`config.mk`:
```
export PLATFORM = sky130hd
export DESIGN_NAME = gpio_sw_shifter
export DESIGN_NICKNAME = d
export VERILOG_FILES = /design/src/rtl/gpio_sw_shifter.sv
export SDC_FILE = /design/constraint.sdc
export NUM_CORES = 1
export LEC_CHECK = 0
export CORE_MARGIN = 3
export CORE_UTILIZATION = 30
export CTS_CLUSTER_DIAMETER = 150
export DETAILED_ROUTE_END_ITERATION = 10
export SYNTH_ARGS = -nofsm -noshare
export SYNTH_HDL_FRONTEND = slang
export SYNTH_SLANG_ARGS = --single-unit
```
`constraint.sdc`:
```
create_clock -name CLOCK_50 -period 2.88 [get_ports CLOCK_50]
set_input_delay 0.576 -clock CLOCK_50 [delete_from_list [all_inputs] [get_ports CLOCK_50]]
set_output_delay 0.576 -clock CLOCK_50 [all_outputs]
set_load 0.01 [all_outputs]
```
`src/rtl/gpio_sw_shifter.sv`:
```
`default_nettype none
// ============================================================================
// Module      : gpio_sw_shifter
// Description : Samples the 10 board switches through a two-flop
//               synchronizer. When the synchronized value differs from the
//               last value sent, it shifts that value out MSB-first on a
//               three-wire SCLK/SDATA/LATCH serial link. It also drives
//               status and debug fields onto the GPIO header.
//
// Ports       : CLOCK_50  in   1  board clock, rising-edge active
//               RESET     in   1  asynchronous, active-high reset
//               SW        in  10  switch inputs (asynchronous to CLOCK_50)
//               GPIO      out 32  [0] SCLK  [1] SDATA  [2] LATCH  [3] BUSY
//                                 [7:4] bit index  [15:8] frame counter
//                                 [21:16] zero  [31:22] last value sent
// Parameters  : DIV       serial clock half-period in CLOCK_50 cycles (1..255)
// Revision    : 1.0  initial release
// ============================================================================
module gpio_sw_shifter #(
    parameter int DIV = 25
) (
    input  logic        CLOCK_50,
    input  logic        RESET,
    input  logic [9:0]  SW,
    output logic [31:0] GPIO
);

    typedef enum logic [1:0] {
        S_IDLE  = 2'd0,
        S_LO    = 2'd1,
        S_HI    = 2'd2,
        S_LATCH = 2'd3
    } state_t;

    // Terminal count of the half-period divider.
    localparam logic [7:0] c_div_last = 8'(DIV - 1);

    logic [9:0] r_sw_meta;
    logic [9:0] r_sw_s;
    logic [9:0] r_last_sent;
    logic [9:0] r_shreg;
    logic [3:0] r_bitcnt;
    logic [7:0] r_divcnt;
    logic [7:0] r_frames;
    state_t     r_state;

    state_t     w_state_nxt;
    logic [9:0] w_last_nxt;
    logic [9:0] w_shreg_nxt;
    logic [3:0] w_bitcnt_nxt;
    logic [7:0] w_divcnt_nxt;
    logic [7:0] w_frames_nxt;
    logic       w_div_done;

    logic       w_sclk;
    logic       w_sdata;
    logic       w_latch;
    logic       w_busy;
    logic [3:0] w_bit_idx;

    // ------------------------------------------------------------------
    // State register (also holds the switch synchronizer)
    // ------------------------------------------------------------------
    always_ff @(posedge CLOCK_50 or posedge RESET) begin
        if (RESET) begin
            r_sw_meta   <= '0;
            r_sw_s      <= '0;
            r_last_sent <= '0;
            r_shreg     <= '0;
            r_bitcnt    <= '0;
            r_divcnt    <= '0;
            r_frames    <= '0;
            r_state     <= S_IDLE;
        end else begin
            r_sw_meta   <= SW;
            r_sw_s      <= r_sw_meta;
            r_last_sent <= w_last_nxt;
            r_shreg     <= w_shreg_nxt;
            r_bitcnt    <= w_bitcnt_nxt;
            r_divcnt    <= w_divcnt_nxt;
            r_frames    <= w_frames_nxt;
            r_state     <= w_state_nxt;
        end
    end

    assign w_div_done = (r_divcnt == c_div_last);

    // ------------------------------------------------------------------
    // Next-state and output decode
    // ------------------------------------------------------------------
    always_comb begin
        w_state_nxt  = r_state;
        w_last_nxt   = r_last_sent;
        w_shreg_nxt  = r_shreg;
        w_bitcnt_nxt = r_bitcnt;
        w_divcnt_nxt = r_divcnt;
        w_frames_nxt = r_frames;
        w_sclk       = 1'b0;
        w_sdata      = 1'b0;
        w_latch      = 1'b0;
        w_busy       = 1'b0;
        w_bit_idx    = 4'd0;

        case (r_state)
            S_IDLE: begin
                // A frame starts only here. Changes seen while a frame is
                // in flight are picked up by this compare once it ends.
                if (r_sw_s != r_last_sent) begin
                    w_shreg_nxt  = r_sw_s;
                    w_last_nxt   = r_sw_s;
                    w_bitcnt_nxt = 4'd0;
                    w_divcnt_nxt = 8'd0;
                    w_state_nxt  = S_LO;
                end
            end

            S_LO: begin
                w_sdata   = r_shreg[9];
                w_busy    = 1'b1;
                w_bit_idx = r_bitcnt;
                if (w_div_done) begin
                    w_divcnt_nxt = 8'd0;
                    w_state_nxt  = S_HI;
                end else begin
                    w_divcnt_nxt = r_divcnt + 8'd1;
                end
            end

            S_HI: begin
                // Data is shifted only when SCLK falls. SDATA therefore
                // stays put for the whole high phase.
                w_sclk    = 1'b1;
                w_sdata   = r_shreg[9];
                w_busy    = 1'b1;
                w_bit_idx = r_bitcnt;
                if (w_div_done) begin
                    w_divcnt_nxt = 8'd0;
                    if (r_bitcnt == 4'd9) begin
                        w_state_nxt = S_LATCH;
                    end else begin
                        w_shreg_nxt  = {r_shreg[8:0], 1'b0};
                        w_bitcnt_nxt = r_bitcnt + 4'd1;
                        w_state_nxt  = S_LO;
                    end
                end else begin
                    w_divcnt_nxt = r_divcnt + 8'd1;
                end
            end

            S_LATCH: begin
                w_latch = 1'b1;
                w_busy  = 1'b1;
                if (w_div_done) begin
                    w_divcnt_nxt = 8'd0;
                    w_frames_nxt = r_frames + 8'd1;
                    w_state_nxt  = S_IDLE;
                end else begin
                    w_divcnt_nxt = r_divcnt + 8'd1;
                end
            end

            default: begin
                w_state_nxt = S_IDLE;
            end
        endcase
    end

    // Every field comes from flops only, so reset clears the header at once.
    assign GPIO = {r_last_sent, 6'd0, r_frames, w_bit_idx,
                   w_busy, w_latch, w_sdata, w_sclk};

endmodule
`default_nettype wire

```
==> flow_results.org <==
** Floorplan
- Area of the die :: 10500 µm²
- Row generation in the floorplan step produced 34 rows.
- The die is 102 µm tall.
- Initial standard-cell utilization of the core :: 31.5%
- Total I/O pin count :: 44
- Horizontal die dimension :: 102 µm
- Floorplan Core Area :: 8850 µm²

** Setup path
- STA classifies the critical path endpoint as an output port.
- On the worst path, the slowest cell contributes a delay of 0.53 ns.
- Setup slack on the worst reg-to-reg path comes out at 0.77 ns.
- In this run the worst path has a maximum fanout of 5.
- Critical path buffer and inverter count :: 2
- For this design, the slowest cell found on the critical path is sky130_fd_sc_hd__clkdlybuf4s50_1.
- Worst path arrival time :: 1.82 ns
- Worst Path Required :: 2.30 ns
- The signal on the critical path passes through inv_1, ha_1, and2_1, clkdlybuf4s50_1.
- Largest delay share family, worst path :: buffers and inverters
- The critical path is of the reg2out type.
- STA classifies the critical path startpoint as a flop.

** Synth
- Unique masters post-synth :: 33
- Area share of xor/xnor cells in the synthesized design :: 5.35%
- The synthesized netlist devotes 7.87% of its cell area to compound gates.
- For this run, the leading register cell type out of synthesis is sky130_fd_sc_hd__dfrtp_1.
- Portion of netlist area occupied by mux cells :: 7.69%
- After synthesis, flip-flops and latches occupy 55.7% of the total area.
- Post-synth design cell area :: 2780 µm²
- Summed over its instances, the top area cell type makes up 55.7% of the synthesized netlist area.
- Yosys warnings :: 0
- In this run the mean area of a mapped cell was 11.2 µm².
- Synthesis handed over a netlist of 248 instances.
- By area the synthesized netlist is led by sky130_fd_sc_hd__dfrtp_1 56%, sky130_fd_sc_hd__ha_1 4.5%, sky130_fd_sc_hd__mux2_2 4.4%.
- Share of synthesized cell area in and, or, nand and nor gates :: 13.6%
- Dominant combinational cell family by area after synthesis :: simple AND/OR/NAND/NOR gates
- Synthesis inferred 62 register bits.
- Biggest area consumer among synthesized cells :: sky130_fd_sc_hd__dfrtp_1
- Yosys mapped a number of flops with a built-in enable equal to 0.
- Counting flops with an async set or reset pin after synthesis yields a share of 100%.
- Share of synthesized cell area in full adder, half adder and majority cells :: 4.49%

** Power and ir drop
- IR analysis of the VDD net gives a maximum drop of 0.387 mV.
- For this design the static power due to leakage is 1.48 nW.
- Dividing total power by cell area gives a power density of 879 nW/µm².

** Timing
- Number of max-slew violations in the final report :: 0
- The hold violation total from the final report is 0.
- Setup violations remaining at the end of the flow were counted as 0.
- The clock arrives with 0.00343 ns of skew.
- Of the available clock period, the critical path in the final layout requires 83.1%.
- Final Critical Period :: 2.39 ns
- Smallest hold slack :: 0.347 ns
- Adding up every negative setup slack in the final design gives 0 ns.
- For this run, the top clock speed supported by timing is 418 MHz.
- RSZ-0062 raised after global routing :: false
- Across all setup checks in the final design, the least slack found is 0.486 ns.

** Global route
- Wire length of the first global-routing pass :: 8.42 mm
- Number of antenna violations at the first check in global routing :: 0
- Entering global routing, the biggest net connects 63 pins.
- Across every metal layer, demand over resource in global routing totals 10.4%.
- For this run the aggregate overflow at the end of global routing stands at 0.
- Vias in the first global route :: 1773

** Drt
- The first detailed-routing pass took 4 iterations.
- Post-detailed-route via-to-cell ratio :: 4.54
- Via total after detailed routing :: 1824
- For this block, the routed nets add up to 5.06 mm of wire.
- Routed len/inst :: 12.6 µm
- Total DRC errors in the routed layout :: 0
- Antenna violation net count after detailed routing :: 0
- The detailed router finished its first iteration with 94 violations.

** Cells and area
- # diodes :: 0
- Non-filler instance count after layout :: 402
- Syn-to-layout area delta :: 23.6%
- Layout Utilization :: 38.9%
- The library cell used most frequently in the layout, excluding fill and tap cells, is sky130_fd_sc_hd__dfrtp_1.
- Leaving out fill and tap cells, the most frequent cells in the layout are 62 x sky130_fd_sc_hd__dfrtp_1, 37 x sky130_fd_sc_hd__clkdlybuf4s50_1, 29 x sky130_fd_sc_hd__nand2_1.
- Filler instances :: 884
- Post-layout net count :: 312
- Layout cells sized above 1 :: 12.2%

** Placed design
- Number of input and output port buffers inserted :: 37
- Placed Instances :: 387
- Routability congestion estimate from global placement :: 0.733
- Before CTS, the worst setup slack after placement is 0.773 ns.
- The wire-length estimate of the detail-placed layout is 3.60 mm.

** Clock tree
- Hold Buf Count CTS :: 0
- H-tree levels :: 3
- After clock tree synthesis, the clock-pin slew on the worst setup and hold paths is 0.07 ns.
- Post-CTS setup buffer count :: 0
- TritonCTS built the clock tree.
- Counting along the longest clock path gives a buffer depth of 2.
- Root buffer cell :: sky130_fd_sc_hd__clkbuf_8
- The later pin in the worst-skew pair is clocked with a latency of 0.33 ns.
- Buffers inserted during clock tree synthesis total 9.
- CTS saw 62 sinks.
- Resize count post-CTS :: 0

** Job
- Max-cap violations in this run came to 0.

** Status
- Outcome :: completed

** Worst hold path
- HP Class :: reg2reg
## synthesized netlist by cell type, drive strengths merged, types with 2 or more instances
| cell | number |
|---|---|
| o31ai | 5 |
| xnor2 | 14 |
| xor2 | 3 |
| a21boi | 3 |
| buf | 10 |
| nor2 | 8 |
| mux2 | 11 |
| or3 | 3 |
| nand4 | 3 |
| clkbuf | 7 |
| ha | 10 |
| o21ai | 21 |
| and2 | 6 |
| nand3 | 10 |
| nor3 | 7 |
| nand2 | 29 |
| o41ai | 2 |
| dfrtp | 62 |
| and3 | 3 |
| inv | 11 |
| nand2b | 3 |
| mux2i | 9 |
## path summary, 6_finish.rpt
| path | cells after the start | start | to |
|---|---|---|---|
| setup / recovery | 4 | r_state[1] | GPIO[6] |
| hold / removal | 0 | r_sw_meta[1] | r_sw_s[1] |
| setup reg to reg | 8 | r_divcnt[0] | r_bitcnt[2] |
| hold reg to reg | 0 | r_sw_meta[1] | r_sw_s[1] |
| max in group asynchronous | 3 | RESET | r_divcnt[5] |
| min in group asynchronous | 3 | RESET | r_sw_meta[0] |
## sequential cells by signal, summed over array words and instances (netlist names)
register     count
r_divcnt         8
r_last_sent     10
r_shreg         10
r_state          2
r_bitcnt         4
r_sw_meta       10
r_sw_s          10
r_frames         8
## routing by layer
metal / wire length (µm) / GRT usage, %
met3: 243 / 2.53
met1: 2470 / 14.2
met5: 0 / 0
met4: 105 / 5.75
met2: 2240 / 15.2
## area by class of cell
cell class | count | area [µm²] | share of cell area, %
Timing Repair Buffer | 43 | 428 | 12.4
Inverter | 11 | 41.3 | 1.20
Multi-Input combinational cell | 163 | 1110 | 32.2
Tap cell | 108 | 135 | 3.93
Sequential cell | 62 | 1550 | 45.1
Clock buffer | 12 | 155 | 4.51
Clock inverter | 3 | 20.0 | 0.582
## power breakdown
part	switching, mW	internal [mW]	total (mW)
Sequential	0.173	1.08	1.25
Clock	0.327	0.353	0.680
Combinational	0.516	0.575	1.09
Total	1.02	2.01	3.02
## logic make-up after synthesis
family	Yosys count
AO/OA/AOI/OAI	34
XOR/XNOR	17
adder cells (fa/ha/maj)	10
buffers and inverters	28
flip-flops	62
multiplexers	20
other	1
AND/OR/NAND/NOR	76
## stage by stage
| stage | power [mW] | area (µm²) |
|---|---|---|
| 6_report | 3.02 | 3440 |
| 5_1_grt | 3.24 | 3440 |
| 4_1_cts | 3.07 | 3440 |
| 3_5_place_dp | 2.38 | 3260 |
| 3_3_place_gp | 2.35 | 3260 |
| 2_1_floorplan | 1.98 | 2800 |
Note: power is estimated with default switching activity, not from simulation.
